===== src/rtl/lsu_mem.sv =====
// Load/store unit memory stage: formats requests onto a single-outstanding data bus
// and aligns/extends load responses back to the pipeline.
module lsu_mem (
    input  logic        clk,
    input  logic        rst,
    input  logic        lsu_mem_rd,
    input  logic        lsu_mem_wr,
    input  logic [2:0]  lsu_mem_op,
    input  logic [31:0] lsu_addr,
    input  logic [31:0] lsu_wdata,
    input  logic        lsu_flush,
    output logic        lsu_stall,
    output logic [31:0] lsu_load_data,
    output logic        lsu_load_valid,
    output logic        lsu_load_misaligned,
    output logic        lsu_store_misaligned,
    output logic        dbus_req,
    output logic        dbus_we,
    output logic [31:0] dbus_addr,
    output logic [31:0] dbus_wdata,
    output logic [3:0]  dbus_be,
    input  logic        dbus_gnt,
    input  logic        dbus_rvalid,
    input  logic [31:0] dbus_rdata
);

    typedef enum logic [1:0] {IDLE, WAIT_GNT, WAIT_RSP} state_t;

    state_t      state_q, state_d;
    logic        kill_q, kill_d;
    logic        we_q, we_d;
    logic [2:0]  op_q, op_d;
    logic [31:0] addr_q, addr_d;
    logic [31:0] wdata_q, wdata_d;
    logic [31:0] load_data_q, load_data_d;
    logic        load_valid_q, load_valid_d;
    logic        ld_mis_q, ld_mis_d;
    logic        st_mis_q, st_mis_d;

    logic        in_idle, any_req, aligned, req_valid;
    logic        src_we;
    logic [2:0]  src_op;
    logic [31:0] src_addr, src_wdata;
    logic        req_c, stall_c;

    function automatic logic [31:0] fmt_load(input logic [2:0] op, input logic [1:0] off,
                                             input logic [31:0] rdata);
        logic [31:0] sh;
        sh = rdata >> {off, 3'b000};
        case (op)
            3'b000:  fmt_load = {{24{sh[7]}}, sh[7:0]};
            3'b001:  fmt_load = {{16{sh[15]}}, sh[15:0]};
            3'b100:  fmt_load = {24'd0, sh[7:0]};
            3'b101:  fmt_load = {16'd0, sh[15:0]};
            default: fmt_load = sh;
        endcase
    endfunction

    always_comb begin
        in_idle  = (state_q == IDLE);
        any_req  = lsu_mem_rd | lsu_mem_wr;
        case (lsu_mem_op[1:0])
            2'b00:   aligned = 1'b1;
            2'b01:   aligned = ~lsu_addr[0];
            default: aligned = (lsu_addr[1:0] == 2'b00);
        endcase
        req_valid = in_idle & any_req & ~lsu_flush & aligned;

        // Same cycle as the request the bus sees the raw inputs; afterwards the held copy
        src_we    = in_idle ? lsu_mem_wr : we_q;
        src_op    = in_idle ? lsu_mem_op : op_q;
        src_addr  = in_idle ? lsu_addr   : addr_q;
        src_wdata = in_idle ? lsu_wdata  : wdata_q;

        dbus_we   = src_we;
        dbus_addr = {src_addr[31:2], 2'b00};
        case (src_op[1:0])
            2'b00: begin
                dbus_be    = 4'b0001 << src_addr[1:0];
                dbus_wdata = {4{src_wdata[7:0]}};
            end
            2'b01: begin
                dbus_be    = src_addr[1] ? 4'b1100 : 4'b0011;
                dbus_wdata = {2{src_wdata[15:0]}};
            end
            default: begin
                dbus_be    = 4'b1111;
                dbus_wdata = src_wdata;
            end
        endcase

        state_d      = state_q;
        kill_d       = kill_q;
        we_d         = we_q;
        op_d         = op_q;
        addr_d       = addr_q;
        wdata_d      = wdata_q;
        load_data_d  = load_data_q;
        load_valid_d = 1'b0;
        ld_mis_d     = 1'b0;
        st_mis_d     = 1'b0;
        req_c        = 1'b0;
        stall_c      = 1'b0;

        case (state_q)
            IDLE: begin
                kill_d = 1'b0;
                if (in_idle & any_req & ~lsu_flush & ~aligned) begin
                    st_mis_d = lsu_mem_wr;
                    ld_mis_d = ~lsu_mem_wr;
                end
                if (req_valid) begin
                    req_c   = 1'b1;
                    we_d    = lsu_mem_wr;
                    op_d    = lsu_mem_op;
                    addr_d  = lsu_addr;
                    wdata_d = lsu_wdata;
                    stall_c = ~(lsu_mem_wr & dbus_gnt);
                    if (!dbus_gnt)
                        state_d = WAIT_GNT;
                    else if (!lsu_mem_wr)
                        state_d = WAIT_RSP;
                end
            end
            WAIT_GNT: begin
                if (lsu_flush) begin
                    state_d = IDLE;
                end else begin
                    req_c   = 1'b1;
                    stall_c = ~(we_q & dbus_gnt);
                    if (dbus_gnt)
                        state_d = we_q ? IDLE : WAIT_RSP;
                end
            end
            WAIT_RSP: begin
                stall_c = ~dbus_rvalid;
                if (lsu_flush)
                    kill_d = 1'b1;
                if (dbus_rvalid) begin
                    state_d = IDLE;
                    kill_d  = 1'b0;
                    if (!(kill_q | lsu_flush)) begin
                        load_valid_d = 1'b1;
                        load_data_d  = fmt_load(op_q, addr_q[1:0], dbus_rdata);
                    end
                end
            end
            default: state_d = IDLE;
        endcase
    end

    assign dbus_req             = rst & req_c;
    assign lsu_stall            = rst & stall_c;
    assign lsu_load_data        = load_data_q;
    assign lsu_load_valid       = load_valid_q;
    assign lsu_load_misaligned  = ld_mis_q;
    assign lsu_store_misaligned = st_mis_q;

    always_ff @(posedge clk or negedge rst) begin
        if (!rst) begin
            state_q      <= IDLE;
            kill_q       <= 1'b0;
            we_q         <= 1'b0;
            op_q         <= 3'd0;
            addr_q       <= 32'd0;
            wdata_q      <= 32'd0;
            load_data_q  <= 32'd0;
            load_valid_q <= 1'b0;
            ld_mis_q     <= 1'b0;
            st_mis_q     <= 1'b0;
        end else begin
            state_q      <= state_d;
            kill_q       <= kill_d;
            we_q         <= we_d;
            op_q         <= op_d;
            addr_q       <= addr_d;
            wdata_q      <= wdata_d;
            load_data_q  <= load_data_d;
            load_valid_q <= load_valid_d;
            ld_mis_q     <= ld_mis_d;
            st_mis_q     <= st_mis_d;
        end
    end

endmodule


===== config.mk =====
export PLATFORM = sky130hd
export DESIGN_NAME = lsu_mem
export DESIGN_NICKNAME = d
export VERILOG_FILES = /design/src/rtl/lsu_mem.sv
export SDC_FILE = /design/constraint.sdc
export NUM_CORES = 1
export LEC_CHECK = 0
export BUFFER_PORTS_ARGS = -buffer_cell sky130_fd_sc_hd__buf_2
export CAP_MARGIN = 20
export CORE_MARGIN = 4
export CORE_UTILIZATION = 29
export CTS_CLUSTER_DIAMETER = 60
export DETAILED_ROUTE_END_ITERATION = 8
export SYNTH_ARGS = -nofsm -noshare
export SYNTH_HDL_FRONTEND = slang
export SYNTH_SLANG_ARGS = --single-unit

===== constraint.sdc =====
create_clock -name clk -period 2.9 [get_ports clk]
set_input_delay 0 -clock clk [delete_from_list [all_inputs] [get_ports clk]]
set_output_delay 0 -clock clk [all_outputs]
set_load 0.1 [all_outputs]

==> out/qor.yml, run 1 <==
setup_path:
  path_class: "reg2out"
  startpoint: "state_q[1]"
  rr_worst_depth: 4
  worstPathRequired_ps: 2900
  cp.arrival_ps: 2670
  r2r_slack_ps: 820
  reg2reg_to: "wdata_q[5]"
  cp-end-kind: "primary output"
  critical_path.endpoint: "dbus_wdata[30]"
  path_max_fanout: 27
  cp-start-kind: "register"
  rr_startpoint: "state_q[1]"
logic_synthesis:
  netlist_instances: 575
  synth_edf_count: 0
  yosys-top-cells-area: "dfrtp_1 (45%), mux2_2 (12%), nand2_1 (8.2%), mux2i_1 (7.2%), mux2_4 (2.6%)"
  synth_common_cells: "nand2_1 (128), dfrtp_1 (106), mux2_2 (65), mux2i_1 (42), nor2_1 (30)"
  syn-cell-area_um2: 5880
  yosysTopAreaCell: "dfrtp_1"
  seq_area_frac_synth_pct: 45.1
  ys_seq_elements: 106
  yosysWarnings: 0
  async_reset_ff_share_pct: 100
  synth_cell_types: 48
  yosysMostFrequentCell: "nand2_1"
  synth_top_area_share_pct: 45.1
  syn_avg_cell_area_um2: 10.2
  yosys_most_used_dff: "dfrtp_1"
power_and_ir_drop:
  pwr-share-clk_pct: 15.9
  powerDensity_nw_per_um2: 1050
  power_frac_seq_pct: 26.0
  switching_share_pct: 55.3
  combPwrFrac_pct: 58.1
  p_leak_nw: 4.05
  switching_power_mw: 4.85
  internal-power_mw: 3.91
  peakVddDrop_mv: 0.463
  p_total_mw: 8.76
routing:
  drt_iter0_markers: 162
  wl_per_cell_um: 16.5
  route.antenna.remaining_nets: 0
  vias: 5326
  detailedRoute.firstPassIterationCount: 4
  drc: 0
  avgViaCountPerCell: 4.77
  drt_wl_total_mm: 18.4
timing:
  finalCritPeriodShare_pct: 92.2
  fmax_mhz: 374
  period_needed_ps: 2670
  rsz0062_at_grt: "no"
  setup_viol: 0
  finClkSkew_ps: 9.88
  finalMaxSlewViolations: 0
  worst_slack_ps: 226
  hold_viol_final: 0
  worst_pin_slew_ps: 941
  slew_headroom_pct: 37.0
  holdWs_ps: 53.8
floorplan:
  chipWidth_um: 150
  coreArea_um2: 19700
  die_h_um: 150
  die_area_um2: 22600
  rows: 51
  ios: 212
  start_util_pct: 29.8
placement:
  numPortBuffers: 209
  placed_area_um2: 7220
  gp_congestion: 0.784
  place_ws_ps: 415
  dp_hpwl_mm: 13.0
hold_path:
  min_delay_path_depth: 3
  holdCritPathClass: "in2reg"
finish:
  utilization_pct: 42.5
  nets: 952
  syn2layout_area_growth_pct: 42.4
  fin_area_um2: 8370
  diodes: 0
  drive_above_1_share_pct: 38.1
clocking:
  post_cts_buffers: 0
  cts_made_buffers: 9
  cts_tree: "yes"
  path_clk_slew_ps: 70
  ctsHtreeMaxLevel: 3
  root_buffer: "clkbuf_16"
  clkSinkCount: 106
  clkLatencyLatePin_ps: 360
  cts_buffer_depth: 2
global_routing:
  grt_pass1_vias: 5455
  grt_antenna_before_repair: 0
  overflow: 0
  grt_use_total_pct: 16.4
  grt_pass1_wl_mm: 29.4
  grt_max_degree: 54
job:
  cap_viol_max_count: 0
status:
  status: "finished, final reports clean"
-- how the worst min path moves through the flow --
stage                         startpoint                 to  slack [ps]
after floorplan                      rst          addr_q[0]        -300
after detailed placement             rst               we_q        -180
final                      lsu_mem_op[1]            op_q[1]          50
after global placement               rst               we_q        -180
after CTS                  lsu_mem_op[1]            op_q[1]          30
after global routing      dbus_rdata[19]  lsu_load_data[11]          50
-- cell type report --
cell class              instances  area (um^2)
multi-input cells             416         2930
inverters                      11         41.3
repair buffers                302         2080
well taps                     265          332
clock buffers                  11          253
fillers                      1905        11300
flip-flops and latches        106         2650
clock inverters                 5         85.1
-- logic make-up after synthesis --
family,Yosys count,share of synthesized area (%)
buffers and inverters,54,5.34
other,1,0.0638
AOI/OAI and AO/OA,97,11.8
DFF,106,45.1
xor gates and xnor gates,1,0.149
and+or+nand+nor,198,15.1
muxes,118,22.3
-- flip-flops by register name (all words and copies together) (netlist names), 2 cells and up --
| signal | count |
|---|---|
| state_q | 2 |
| op_q | 3 |
| addr_q | 32 |
| lsu_load_data | 32 |
| wdata_q | 32 |
-- per-layer routing --
metal	vias up	share of wire, %	track usage (%)
met5	-	0	0
met3	12	7.1	4.49
met2	180	48	28.0
met4	0	0.93	2.79
li1	2549	-	-
met1	2585	43	21.0
-- power by group through the flow --
| stage | sequential (mW) | combinational, mW | clock, mW |
|---|---|---|---|
| final | 2.28 | 5.09 | 1.40 |
| after CTS | 2.28 | 5.11 | 1.44 |
| after global placement | 2.29 | 4.99 | 0 |
| after floorplan | 3.90 | 2.51 | 0 |
| after global routing | 2.35 | 5.31 | 1.51 |
| after detailed placement | 2.30 | 5.02 | 0 |
-- placed cells by master, fill, tap and decap left out, types with 2 or more instances in the layout --
cell type | Yosys | layout
buf_2 | 14 | 200
a31oi_1 | 14 | 14
clkbuf_16 | 0 | 9
conb_1 | 1 | 2
a211oi_1 | 8 | 8
bufinv_16 | 0 | 2
o221ai_1 | 14 | 14
nor3_2 | 2 | 2
o22a_1 | 8 | 8
nand3b_1 | 3 | 3
and3_1 | 10 | 10
and2_1 | 2 | 2
clkbuf_8 | 0 | 2
a21oi_1 | 26 | 26
mux2_2 | 65 | 65
buf_12 | 0 | 9
nor2b_1 | 9 | 9
nor2_1 | 30 | 29
mux2i_1 | 42 | 42
o21ai_1 | 0 | 4
nand2_1 | 128 | 128
o21ai_0 | 10 | 6
buf_4 | 11 | 12
o2bb2ai_1 | 7 | 7
mux2_4 | 10 | 10
dlygate4sd3_1 | 0 | 81
inv_1 | 11 | 11
nand2b_1 | 4 | 4
dfrtp_1 | 106 | 106
-- critical path, cell delays in order (launching register included) --
cell and delay (ps):
dfrtp_1 590, or2_4 430, buf_4 390, mux2i_1 370, o221ai_1 180, buf_2 350
-- through the flow --
stage | instances | TNS (ps)
after floorplan | 576 | -885
after global routing | 1116 | 0
final | 1116 | 0
after detailed placement | 1019 | 0
after global placement | 1019 | 0
after CTS | 1116 | 0
-- what timing repair did --
action                                 CTS  global route
setup endpoints to repair                0             7
resized for setup                        0             1
hold buffers                            81             0
endpoints found under the hold margin  186             0
(Power assumes the default switching activity.)
==> inputs of run 2 (changes only) <==
--- a/config.mk
+++ b/config.mk
@@ -10,7 +10,9 @@
 export CORE_MARGIN = 4
 export CORE_UTILIZATION = 29
 export CTS_CLUSTER_DIAMETER = 60
+export CTS_CLUSTER_SIZE = 14
 export DETAILED_ROUTE_END_ITERATION = 8
+export PLACE_DENSITY = 0.58
 export SYNTH_ARGS = -nofsm -noshare
 export SYNTH_HDL_FRONTEND = slang
 export SYNTH_SLANG_ARGS = --single-unit
==> run 2 against run 1 <==
  * Cell area hardly changed
  * Routed wire length is 1.0% lower
  * Clock power is 6% lower
  * Cell count is 0.27% higher
  * Sequential power hardly changed
  * Setup slack better by 38 ps
  * Largest cell class unchanged
  * Clock skew is 2.2 ps higher
  * Total power is 0.79% lower
==> out/qor.yml, run 2 (synthesized netlist as in run 1, its figures left out) <==
finish:
  fin_area_um2: 8360
  nets: 952
  syn2layout_area_growth_pct: 42.3
  drive_above_1_share_pct: 38.1
  final_cell_mix: "buf_2 (200), nand2_1 (128), dfrtp_1 (106)"
  fillers: 1903
  final_common_cell: "buf_2"
clocking:
  clkSinkCount: 106
  root_buffer: "clkbuf_16"
  clkLatencyLatePin_ps: 360
  cts_buffer_depth: 2
  path_clk_slew_ps: 70
  cts_tree: "yes"
  ctsHtreeMaxLevel: 3
  cts_made_buffers: 9
hold_path:
  min_delay_path_depth: 4
  worstHoldEndpoint: "lsu_load_data[14]"
  holdCritPathClass: "in2reg"
  hold_start: "dbus_rdata[22]"
timing:
  setup_viol: 0
  fmax_mhz: 379
  holdWs_ps: 54.6
  hold_viol_final: 0
  worst_slack_ps: 264
  finalCritPeriodShare_pct: 90.9
  rsz0062_at_grt: "no"
  worst_pin_slew_ps: 891
  finalMaxSlewViolations: 0
  slew_headroom_pct: 40.3
  finClkSkew_ps: 12.1
  period_needed_ps: 2640
placement:
  place_ws_ps: 634
  dp_hpwl_mm: 12.8
  gp_congestion: 0.806
  placed_area_um2: 7230
  numPortBuffers: 209
power_and_ir_drop:
  p_total_mw: 8.69
  pwr-share-clk_pct: 15.1
  p_leak_nw: 4.04
  switching_power_mw: 4.87
  power_frac_seq_pct: 26.2
  internal-power_mw: 3.83
  combPwrFrac_pct: 58.7
  peakVddDrop_mv: 0.610
  switching_share_pct: 56.0
  powerDensity_nw_per_um2: 1040
floorplan:
  rows: 51
  chipWidth_um: 150
  coreArea_um2: 19700
  start_util_pct: 29.8
  die_area_um2: 22600
  ios: 212
  die_h_um: 150
global_routing:
  grt_pass1_wl_mm: 28.6
  grt_use_total_pct: 16.1
  grt_max_degree: 73
  grt_antenna_before_repair: 2
  grt_pass1_vias: 5404
  overflow: 0
setup_path:
  worstPathCellList: "or2_2 > buf_4 > mux2i_1 > o221ai_1 > buf_2"
  critPathTopFamily: "buffers and inverters"
  worstPathRequired_ps: 2900
  cp-end-kind: "primary output"
  rr_startpoint: "state_q[1]"
  r2r_slack_ps: 820
  rr_worst_depth: 4
  slowest_stage: "dfrtp_1"
  path_buf_inv: 2
  cp.arrival_ps: 2640
  slowest_delay_ps: 600
  path_class: "reg2out"
  reg2reg_to: "wdata_q[4]"
  path_max_fanout: 19
  cp-start-kind: "register"
routing:
  wl_per_cell_um: 16.3
  avgViaCountPerCell: 4.76
  drt_iter0_markers: 230
  detailedRoute.firstPassIterationCount: 4
  route.antenna.remaining_nets: 0
  vias: 5321
  drc: 0
  drt_wl_total_mm: 18.2
job:
  cap_viol_max_count: 0
status:
  status: "finished, final reports clean"
[run 2: cell types whose count changed in the layout (fill, tap and decap cells not counted), sizes merged]
cell      change
clkinvlp      -1
clkinv        +2
bufinv        -1
diode         +3
[run 2: through the flow]
stage | setup TNS (ps) | utilization [%] | cells
5_1_grt | 0 | 42.4 | 1118
3_3_place_gp | 0 | 36.7 | 1019
2_1_floorplan | -885 | - | 576
4_1_cts | 0 | 42.4 | 1116
3_5_place_dp | 0 | 36.7 | 1019
6_report | 0 | 42.4 | 1119
[run 2: worst reg2reg max path: stages (launching register included)]
cell	delay [ps]
dfrtp_1	530
nor3_2	310
o2111ai_4	370
buf_4	410
mux2_4	360
[run 2: how the worst max path moves through the flow]
stage	to	cells past startpoint	slack (ps)	from
after floorplan	dbus_be[0]	7	-440	state_q[1]
after global placement	dbus_wdata[28]	5	660	state_q[1]
after detailed placement	dbus_wdata[28]	5	630	state_q[1]
after CTS	dbus_wdata[28]	5	230	state_q[1]
after global routing	dbus_wdata[28]	5	110	state_q[1]
final	dbus_wdata[30]	5	260	state_q[1]
[run 2: layer usage]
layer  vias to the layer above  track usage, %  wire, um
li1                       2561               -         -
met1                      2552            21.1      8020
met2                       188            25.9      8620
met3                        20            4.76      1310
met4                         0            4.25       240
met5                         -               0         0
[run 2: area by class of cell]
cell class	count	area (um^2)	area share (%)
Antenna cell	3	7.51	0.0898
Clock buffer	11	253	3.02
Clock inverter	5	61.3	0.733
Inverter	11	41.3	0.494
Multi-Input combinational cell	416	2920	34.9
Sequential cell	106	2650	31.7
Tap cell	265	332	3.96
Timing Repair Buffer	302	2090	25.0
[run 2: repair_timing]
item | CTS | global route
resized for setup | 0 | 0
hold endpoints to repair | 115 | 0
hold buffers | 81 | 0
setup buffers | 0 | 0
setup endpoints to repair | 0 | 0
[run 2: power by group through the flow]
stage	Combinational [mW]	Sequential, mW	Clock (mW)
6_report	5.10	2.28	1.31
3_5_place_dp	5.03	2.30	0
3_3_place_gp	5.01	2.29	0
2_1_floorplan	2.51	3.90	0
4_1_cts	5.12	2.28	1.36
5_1_grt	5.32	2.34	1.43
==> inputs of run 3 (changes only) <==
--- a/config.mk
+++ b/config.mk
@@ -12,6 +12,7 @@
 export CTS_CLUSTER_DIAMETER = 60
 export CTS_CLUSTER_SIZE = 14
 export DETAILED_ROUTE_END_ITERATION = 8
+export HOLD_SLACK_MARGIN = 0.06
 export PLACE_DENSITY = 0.58
 export SYNTH_ARGS = -nofsm -noshare
 export SYNTH_HDL_FRONTEND = slang
==> run 3 against run 2 <==
  * Critical path type unchanged
  * Critical endpoint is now dbus_wdata[28]
  * Clock power is essentially flat
  * Hold slack better by 23 ps
  * Largest power group unchanged
  * Cell count increased by 0.45%
  * Sequential share of layout area shrank 0.22 points
  * Sequential power about the same
  * Total power is essentially flat
  * Setup slack better by 26 ps
  * Utilization up 0.29 points
  * Non-clock buffer count increased by 6
  * First-iteration DRC count is 11% higher
  * Maximum frequency up 0.99%
==> out/qor.yml, run 3 (synthesized netlist as in run 1, its figures left out) <==
clocking:
  root_buffer: "clkbuf_16"
  cts_made_buffers: 9
  clkSinkCount: 106
  ctsResizeCount: 0
  path_clk_slew_ps: 70
  ctsHtreeMaxLevel: 3
  cts_buffer_depth: 2
  cts_tree: "yes"
  clkLatencyLatePin_ps: 360
global_routing:
  overflow: 0
  grt_pass1_wl_mm: 28.7
  grt_pass1_vias: 5431
  grt_max_degree: 73
  grt_antenna_before_repair: 1
  grt_use_total_pct: 16.1
finish:
  nets: 958
  final_common_cell: "buf_2"
  drive_above_1_share_pct: 37.8
  syn2layout_area_growth_pct: 43.3
  final_cell_mix: "buf_2 (200), nand2_1 (128), dfrtp_1 (106)"
  fillers: 1899
setup_path:
  startpoint: "state_q[1]"
  worstPathRequired_ps: 2900
  critical_path.endpoint: "dbus_wdata[28]"
  cp-start-kind: "register"
  path_buf_inv: 2
  cp-end-kind: "primary output"
  reg2reg_to: "wdata_q[4]"
  path_max_fanout: 20
  critPathTopFamily: "flip-flops"
  cp.arrival_ps: 2610
  rr_worst_depth: 4
  worstPathCellList: "or2_2 > buf_12 > mux2i_1 > o221ai_1 > buf_2"
  slowest_stage: "dfrtp_1"
  path_class: "reg2out"
  r2r_slack_ps: 820
  rr_startpoint: "state_q[1]"
  cp_num_cells: 5
  slowest_delay_ps: 600
timing:
  finalCritPeriodShare_pct: 90.0
  setup_viol: 0
  finalMaxSlewViolations: 0
  period_needed_ps: 2610
  slew_headroom_pct: 40.9
  finClkSkew_ps: 12.5
  worst_pin_slew_ps: 883
  fmax_mhz: 383
  worst_slack_ps: 290
  hold_viol_final: 0
  rsz0062_at_grt: "no"
routing:
  vias: 5318
  drc: 0
  drt_iter0_markers: 255
  drt_wl_total_mm: 18.2
  wl_per_cell_um: 16.2
  detailedRoute.firstPassIterationCount: 4
  avgViaCountPerCell: 4.73
  route.antenna.remaining_nets: 0
job:
  cap_viol_max_count: 0
power_and_ir_drop:
  powerDensity_nw_per_um2: 1030
  p_total_mw: 8.70
  switching_share_pct: 55.9
  p_leak_nw: 4.07
  peakVddDrop_mv: 0.609
  pwr-share-clk_pct: 15.1
  internal-power_mw: 3.83
  combPwrFrac_pct: 58.7
  switching_power_mw: 4.87
  power_frac_seq_pct: 26.2
hold_path:
  hold_start: "dbus_rdata[18]"
  holdCritPathClass: "in2reg"
  min_delay_path_depth: 4
floorplan:
  coreArea_um2: 19700
  start_util_pct: 29.8
  die_area_um2: 22600
  rows: 51
  chipWidth_um: 150
  ios: 212
  die_h_um: 150
placement:
  numPortBuffers: 209
  place_ws_ps: 634
  gp_congestion: 0.806
  dp_hpwl_mm: 12.8
status:
  status: "finished, final reports clean"
==> run 3: changes by cell type in the layout (fill, tap and decap cells not counted), sizes merged <==
cell,delta
diode,-1
dlygate4sd3,+6
==> run 3: power groups by stage <==
stage / Sequential [mW] / Combinational (mW) / Clock, mW
floorplan: 3.90 / 2.51 / 0
global placement: 2.29 / 5.01 / 0
detailed placement: 2.30 / 5.03 / 0
CTS: 2.28 / 5.13 / 1.36
global route: 2.34 / 5.33 / 1.43
finish: 2.28 / 5.11 / 1.31
==> run 3: how the worst min path moves through the flow <==
stage / to / slack [ps]
floorplan: addr_q[0] / -300
global placement: lsu_load_data[23] / 30
detailed placement: lsu_load_data[23] / 20
CTS: lsu_load_data[2] / 60
global route: lsu_load_data[10] / 70
finish: lsu_load_data[10] / 80
==> run 3: worst min-delay path: stages <==
cell,delay (ps)
buf_2,110
o2bb2ai_1,140
nand2_1,80
a21oi_1,60
==> run 3: per-layer routing <==
layer | routed length (um) | share of wire [%] | global-route usage, % | vias to the layer above
met4 | 233 | 1.3 | 4.25 | 0
met1 | 8040 | 44 | 21.1 | 2549
met3 | 1270 | 7.0 | 4.70 | 19
met2 | 8640 | 48 | 26.1 | 181
met5 | 0 | 0 | 0 | -
li1 | - | - | - | 2569
==> run 3: cell type report <==
cell class              instances  area, um^2  share of cell area (%)
diodes                          2        5.00                  0.0594
clock buffers                  11         253                    3.00
clock inverters                 5        61.3                   0.728
inverters                      11        41.3                   0.490
flip-flops and latches        106        2650                    31.5
well taps                     265         332                    3.94
repair buffers                308        2150                    25.6
multi-input cells             416        2920                    34.7
==> run 3: through the flow <==
stage,util [%],hold WS [ps],TNS [ps],area (um^2),instances
floorplan,-,-296,-885,5880,576
global placement,36.7,29.0,0,7230,1019
detailed placement,36.7,24.4,0,7230,1019
CTS,42.7,64.2,0,8420,1122
global route,42.7,74.7,0,8420,1123
finish,42.7,78.0,0,8420,1124
==> run 3: repair_timing <==
item | CTS | global route
hold buffers | 87 | 0
hold endpoints to repair | 121 | 0
setup buffers | 0 | 0
